### config.mk
export PLATFORM = sky130hd
export DESIGN_NAME = counter_reader
export DESIGN_NICKNAME = d
export VERILOG_FILES = /design/src/rtl/counter_reader_pkg.sv /design/src/rtl/counter_reader_synchronizer.sv /design/src/rtl/counter_reader.sv
export SDC_FILE = /design/constraint.sdc
export NUM_CORES = 1
export LEC_CHECK = 0
export CORE_MARGIN = 2
export CORE_UTILIZATION = 40
export DETAILED_ROUTE_END_ITERATION = 12
export SYNTH_ARGS = -nofsm -noshare
export SYNTH_HDL_FRONTEND = slang
export SYNTH_HIERARCHICAL = 1
export SYNTH_SLANG_ARGS = --single-unit
### constraint.sdc
create_clock -name clk -period 4.54 [get_ports clk]
set_input_delay 1.362 -clock clk [delete_from_list [all_inputs] [get_ports clk]]
set_output_delay 1.362 -clock clk [all_outputs]
set_load 0.01 [all_outputs]
### src/rtl/counter_reader_pkg.sv
// Shared types and width helpers for the asynchronous event counter reader.
package counter_reader_pkg;

    typedef enum logic [2:0] {
        ST_IDLE,
        ST_SAMPLE,
        ST_CLEAR,
        ST_CLEAR_WAIT,
        ST_DONE
    } reader_state_t;

    // Width of a counter that must hold values 0..max_val inclusive.
    function automatic int cnt_width(input int max_val);
        return (max_val < 1) ? 1 : $clog2(max_val + 1);
    endfunction

endpackage

### src/rtl/counter_reader_synchronizer.sv
// Two-flop bus synchronizer bringing the free-running counter value into clk.
module counter_reader_synchronizer
    import counter_reader_pkg::*;
#(
    parameter int WIDTH = 32
) (
    input  logic             clk,
    input  logic             reset_n,
    input  logic [WIDTH-1:0] d,
    output logic [WIDTH-1:0] q
);

    logic [WIDTH-1:0] stage1;

    always_ff @(posedge clk or negedge reset_n) begin
        if (!reset_n) begin
            stage1 <= '0;
            q      <= '0;
        end else begin
            stage1 <= d;
            q      <= stage1;
        end
    end

endmodule

### src/rtl/counter_reader.sv
// Reader/controller for an asynchronous event counter: coherent snapshots and clear sequencing.
//
// state         | meaning
// --------------+--------------------------------------------------------------
// ST_IDLE       | ready for a read or clear request (clear has priority)
// ST_SAMPLE     | waiting for STABLE_SAMPLES consecutive equal samples
// ST_CLEAR      | counter_clear asserted for CLEAR_CYCLES cycles
// ST_CLEAR_WAIT | waiting until two consecutive synchronized samples read zero
// ST_DONE       | snapshot latched; read_valid pulses on exit
module counter_reader
    import counter_reader_pkg::*;
#(
    parameter int WIDTH          = 32,
    parameter int STABLE_SAMPLES = 2,
    parameter int MAX_TRIES      = 16,
    parameter int CLEAR_CYCLES   = 2
) (
    input  logic             clk,
    input  logic             reset_n,
    input  logic [WIDTH-1:0] count_in,
    input  logic             count_enable,
    input  logic             read_req,
    input  logic             clear_req,
    output logic             read_ready,
    output logic             read_valid,
    output logic [WIDTH-1:0] read_value,
    output logic             read_error,
    output logic             clear_done,
    output logic             counter_enable,
    output logic             counter_clear
);

    localparam int CNT_W = cnt_width(MAX_TRIES);
    localparam int CLR_W = cnt_width(CLEAR_CYCLES);
    localparam logic [CNT_W-1:0] STABLE_N = CNT_W'(STABLE_SAMPLES);
    localparam logic [CNT_W-1:0] TRIES_N  = CNT_W'(MAX_TRIES);
    localparam logic [CLR_W-1:0] CLEAR_N  = CLR_W'(CLEAR_CYCLES);

    reader_state_t    state;
    logic [WIDTH-1:0] sync;
    logic [WIDTH-1:0] prev;
    logic             match;
    logic             sync_zero;
    logic [CNT_W-1:0] try_cnt;
    logic [CNT_W-1:0] match_cnt;
    logic [CNT_W-1:0] try_next;
    logic [CNT_W-1:0] match_next;
    logic [CLR_W-1:0] clr_cnt;
    logic [CLR_W-1:0] clr_next;

    counter_reader_synchronizer #(
        .WIDTH (WIDTH)
    ) u_sync (
        .clk     (clk),
        .reset_n (reset_n),
        .d       (count_in),
        .q       (sync)
    );

    always_ff @(posedge clk or negedge reset_n) begin
        if (!reset_n) begin
            prev <= '0;
        end else begin
            prev <= sync;
        end
    end

    assign match      = (sync == prev);
    assign sync_zero  = (sync == '0) && (prev == '0);
    assign try_next   = try_cnt + CNT_W'(1);
    assign match_next = match ? (match_cnt + CNT_W'(1)) : '0;
    assign clr_next   = clr_cnt + CLR_W'(1);
    assign read_ready = (state == ST_IDLE);

    // counter_clear resets high so the counter is held clear while in reset.
    always_ff @(posedge clk or negedge reset_n) begin
        if (!reset_n) begin
            state          <= ST_IDLE;
            try_cnt        <= '0;
            match_cnt      <= '0;
            clr_cnt        <= '0;
            read_valid     <= 1'b0;
            read_value     <= '0;
            read_error     <= 1'b0;
            clear_done     <= 1'b0;
            counter_enable <= 1'b0;
            counter_clear  <= 1'b1;
        end else begin
            read_valid     <= 1'b0;
            clear_done     <= 1'b0;
            counter_enable <= count_enable;
            case (state)
                ST_IDLE: begin
                    counter_clear <= 1'b0;
                    if (clear_req) begin
                        state          <= ST_CLEAR;
                        clr_cnt        <= '0;
                        counter_clear  <= 1'b1;
                        counter_enable <= 1'b0;
                    end else if (read_req) begin
                        state     <= ST_SAMPLE;
                        try_cnt   <= '0;
                        match_cnt <= '0;
                    end
                end
                ST_SAMPLE: begin
                    try_cnt   <= try_next;
                    match_cnt <= match_next;
                    if (match_next == STABLE_N) begin
                        read_value <= sync;
                        read_error <= 1'b0;
                        state      <= ST_DONE;
                    end else if (try_next == TRIES_N) begin
                        read_value <= sync;
                        read_error <= 1'b1;
                        state      <= ST_DONE;
                    end
                end
                ST_CLEAR: begin
                    counter_enable <= 1'b0;
                    clr_cnt        <= clr_next;
                    if (clr_next == CLEAR_N) begin
                        counter_clear <= 1'b0;
                        try_cnt       <= '0;
                        state         <= ST_CLEAR_WAIT;
                    end
                end
                ST_CLEAR_WAIT: begin
                    try_cnt <= try_next;
                    if (sync_zero) begin
                        read_error <= 1'b0;
                        clear_done <= 1'b1;
                        state      <= ST_IDLE;
                    end else if (try_next == TRIES_N) begin
                        read_error <= 1'b1;
                        clear_done <= 1'b1;
                        state      <= ST_IDLE;
                    end else begin
                        counter_enable <= 1'b0;
                    end
                end
                ST_DONE: begin
                    read_valid <= 1'b1;
                    state      <= ST_IDLE;
                end
                default: state <= ST_IDLE;
            endcase
        end
    end

endmodule

======== Word level (Yosys, flattened, before mapping) ========
Index checks and enable logic that the tools add are counted.
storage, ports and cells
  register bits after elaboration ......... 148
  latch bits .............................. 0
  RAM bits ................................ 0
  memory bits (read-only) ................. 0
  input bits .............................. 37
  output and inout bits ................... 38
  word-level logic and storage cells ...... 80
  memories kept ........................... 0
operators by class
  $add $sub $neg .......................... 3
  $mul .................................... 0
  div/mod/pow operators ................... 0
  magnitude comparators ................... 0
  equal/unequal tests ..................... 15
  shifts and indexed selects .............. 0
  mux-type cells .......................... 33
  bitwise logic cells ..................... 0
  reduce and logical (&&, ||, !) cells .... 16
operator list
  operator             count
  $logic_not 32->1     2
  $mux 32              2
  $eq 32x32->1         1
  $mux 3               7
  $mux 5               4
  $pmux 5 s3           1
  $mux 1               12
  $pmux 3 s4           1
  $add 5x1->5 const B  2
  $pmux 5 s2           1
  $ne 3x3->1 const B   3
  $ne 2x2->1 const B   4
  $reduce_and 4->1     2
  $reduce_bool 2->1    4
  $eq 3x2->1 const B   2
  $reduce_and 2->1     3
  $eq 5x2->1 const B   1
  $eq 5x5->1 const B   1
  $pmux 1 s2           2
  $pmux 2 s2           1
  $eq 3x1->1 const B   1
  $eq 3x3->1 const B   1
  $logic_not 3->1      1
  $pmux 1 s3           1
  7 further kinds      7

======== Logic depth before layout (Yosys ltp) ========
  depth in word-level cells ............... 5
  mapped depth ............................ 9
  depth with buffers taken out ............ 6

======== Hierarchy ========
Netlist, hierarchy kept.
modules (own cells, without submodules)
  module                       instances  cells an instance  area an instance (µm²)  seq. area each (µm²)
  counter_reader               1          505                4752.1                  2103.3
  counter_reader_synchronizer  1          64                 1601.5                  1601.5

======== Least setup slack after synthesis ========
OpenSTA, ideal clock, no wires.
  path type ............................... register -> output
  start point ............................. reg state[2]
  end point ............................... out read_ready
  data arrival time ....................... 0.876 ns
  required time ........................... 3.178 ns
  path slack .............................. 2.302 ns
  cell stages (with the launch flop) ...... 3
  buffers on the path ..................... 1
  cell sequence ........................... dfrtp_1 -> clkbuf_1 -> nor3_1
between the ends
  longest elaborated chain between the ends .. 1
RTL lines
  element                 line                   source
  start, declared         counter_reader.sv:39   reader_state_t state;
  start signal, assigned  counter_reader.sv:78   state <= ST_IDLE;
  start signal, assigned  counter_reader.sv:96   state <= ST_CLEAR;
  start signal, assigned  counter_reader.sv:101  state <= ST_SAMPLE;
  $logic_not 3->1         counter_reader.sv:73   assign read_ready = (state == ST_IDLE);
  end, declared           counter_reader.sv:24   output logic read_ready,
No other way between the ends.

======== Final worst setup path ========
Ends and elaborated chain as after synthesis.

==> metrics.yaml <==
outcome:
  outcome: "complete, no violations"
timing:
  max_slew_margin_pct: 13.4
  fin_crit_ns: 3.07
  fmax_mhz: 326
  tns_ns: 0
  skew_ns: 0.00684
  fin_crit_sh_pct: 67.6
  hold_ws_ns: 0.346
  rsz0062_at_grt: "no"
  drv_slew: 0
  finalHoldViolations: 0
  worstMarginPinSlew_ns: 1.30
  setup_viol: 0
critical_path:
  required_ns: 3.18
  crit_fanout: 12
  end_kind: "output pin"
  worst_setup_path_start_kind: "register"
  reg2reg_from: "u_sync/q[6]"
  rr_endpoint: "read_value[0]"
  crit_arrival_ns: 1.71
  critical_path_class: "reg -> out"
  ff2ff_path_depth: 6
  ff2ff_setup_slack_ns: 1.68
clock_tree:
  cts_buffers: 17
  insertion_delay_ns: 0.41
  hold_buffers: 0
  post_cts_resized: 0
  ctsHtreeMaxLevel: 4
  post_cts_buffers: 0
  clk_path_buf_depth: 2
  clockRootBuffer: "clkbuf_16"
  cts.sinks: 148
  clkSlewWorstSetupHoldPaths_ns: 0.06
  cts_tree: "built"
layout:
  finalNetCount: 672
  syn_to_final_growth_pct: 24.2
  num_antenna_cells: 0
  drive_gt1_share_pct: 12.4
  final_cell_mix: "dfrtp_1, nand2_1, clkdlybuf4s50_1"
  n_fill_cell: 1378
  multiInputGateArea_um2: 2480
  final_common_cell: "dfrtp_1"
  register_area_um2: 3700
floorplan:
  initial_core_util_pct: 40.4
  die_w_um: 130
  rows: 46
  die_height_um: 130
  io_pins: 75
  die_area_um2: 16900
  core_um2: 15700
logic_synthesis:
  netlist_instances: 569
  synth_cell_types: 46
  synth_edf_count: 0
  ys_seq_elements: 148
  yosysWarnings: 6
  synth_fp_nets: 609
  synth_area_per_cell_um2: 11.2
  synth_area_um2: 6350
  synth_seq_area_share_pct: 58.3
  synth_ff_type: "dfrtp_1"
  async_reset_ff_share_pct: 100
worst_hold_path:
  min_to: "u_sync/q[8]"
  hp-class: "reg -> reg"
  whs_path_depth: 0
  holdCritStartpoint: "u_sync/stage1[8]"
placed_design:
  numPortBuffers: 74
  gp_routability_congestion: 0.892
  hpwl_mm: 9.74
drt:
  ant_nets: 0
  routed_via_density: 5.54
  drt_iter0_drc: 421
  vias: 4771
  drc_errors: 0
  routed_wl_mm: 15.1
  dr.pass1.iters: 4
  wl_per_cell_um: 17.6
grt:
  grt_pass1_vias: 4629
  grt_pass1_wl_mm: 24.4
  grt_max_degree: 90
  grt_overflow: 0
  antenna_found_initial: 0
  grt.total_usage_pct: 18.6
pwr:
  vdd_drop_max_mv: 0.270
  p_leak_nw: 3.24
  power_density_nw_per_um2: 446
run:
  maxCapViolCount: 0
[logic make-up after synthesis]
kind of cell / synth area share [%]
AO/OA/AOI/OAI: 16.5
XOR/XNOR: 4.55
adder cells (fa/ha/maj): 0.591
buffers and inverters: 2.82
flip-flops: 58.3
multiplexers: 0.650
AND/OR/NAND/NOR: 16.6
[cell usage after synthesis, types with 2 or more instances]
| cell | count | area [um^2] |
|---|---|---|
| buf_2 | 8 | 40.0 |
| nor4_1 | 24 | 150 |
| clkbuf_1 | 26 | 97.6 |
| xor2_1 | 33 | 289 |
| clkbuf_2 | 3 | 15.0 |
| and3_1 | 3 | 18.8 |
| mux2i_1 | 3 | 30.0 |
| or4_1 | 32 | 240 |
| a22o_1 | 2 | 17.5 |
| nand3_1 | 3 | 15.0 |
| nand2_1 | 115 | 432 |
| nor3_1 | 4 | 20.0 |
| a21o_1 | 3 | 22.5 |
| o31ai_1 | 33 | 248 |
| and2_1 | 2 | 12.5 |
| a32o_1 | 2 | 20.0 |
| a31oi_1 | 33 | 206 |
| o211ai_2 | 29 | 363 |
| dfrtp_1 | 147 | 3680 |
| nand4_1 | 7 | 43.8 |
| or2_2 | 2 | 12.5 |
| o21a_1 | 3 | 22.5 |
| nor2_1 | 8 | 30.0 |
| a21oi_1 | 2 | 10.0 |
| o211ai_1 | 4 | 30.0 |
| ha_1 | 3 | 37.5 |
| o21ai_0 | 13 | 65.1 |
| inv_1 | 4 | 15.0 |
[flip-flops by register name, summed over array words and instances, names as in the netlist]
signal	count
prev	32
read_value	32
u_sync/q	32
u_sync/stage1	32
match_cnt	5
try_cnt	5
state	3
clr_cnt	2
clear_done	1
counter_clear	1
counter_enable	1
read_error	1
read_valid	1
[worst max-delay path, cell delays in order, from the launching register on]
cell	delay, ns
dfrtp_1	0.51
nor3_1	0.23
clkdlybuf4s50_1	0.56
[metrics by stage]
step / power, mW / area (um^2) / utilization, % / cells / setup slack (ns)
final: 3.52 / 7890 / 50.2 / 861 / 1.47
after global routing: 3.71 / 7890 / 50.2 / 861 / 1.40
after detailed placement: 2.12 / 7280 / 46.4 / 829 / 1.66
after floorplan: 1.91 / 6350 / - / 569 / 2.30
after global placement: 2.10 / 7280 / 46.4 / 829 / 1.74
after CTS: 3.55 / 7890 / 50.2 / 861 / 1.46
[cell type report]
type                       count  area share [%]
clock buffer                  19            5.49
clock inverter                13            2.19
inverter                       4           0.190
multi-input combinational    378            31.5
sequential                   148            47.0
tap                          216            3.43
timing repair buffer          83            10.3
[routing by layer]
layer	up-vias	GRT usage, %	routed length, um
met2	122	29.0	7300
met5	-	0	0
met1	2405	26.4	6950
met3	14	3.81	663
met4	0	5.95	214
li1	2230	-	-
[how the worst max path moves through the flow]
stage | depth (start not counted) | slack, ns | end | start
floorplan | 2 | 2.30 | read_ready | state[2]
global placement | 5 | 1.74 | try_cnt[0] | read_req
detailed placement | 6 | 1.66 | try_cnt[3] | clear_req
CTS | 2 | 1.46 | read_ready | state[2]
global route | 2 | 1.40 | read_ready | state[2]
finish | 2 | 1.47 | read_ready | state[2]
[where the power goes]
group	switching [mW]	leakage, nW	internal [mW]
logic	0.383	1.30	0.222
registers	0.0888	1.65	1.41
clock network	0.546	0.299	0.875
Power figures use the tool's default switching activity.
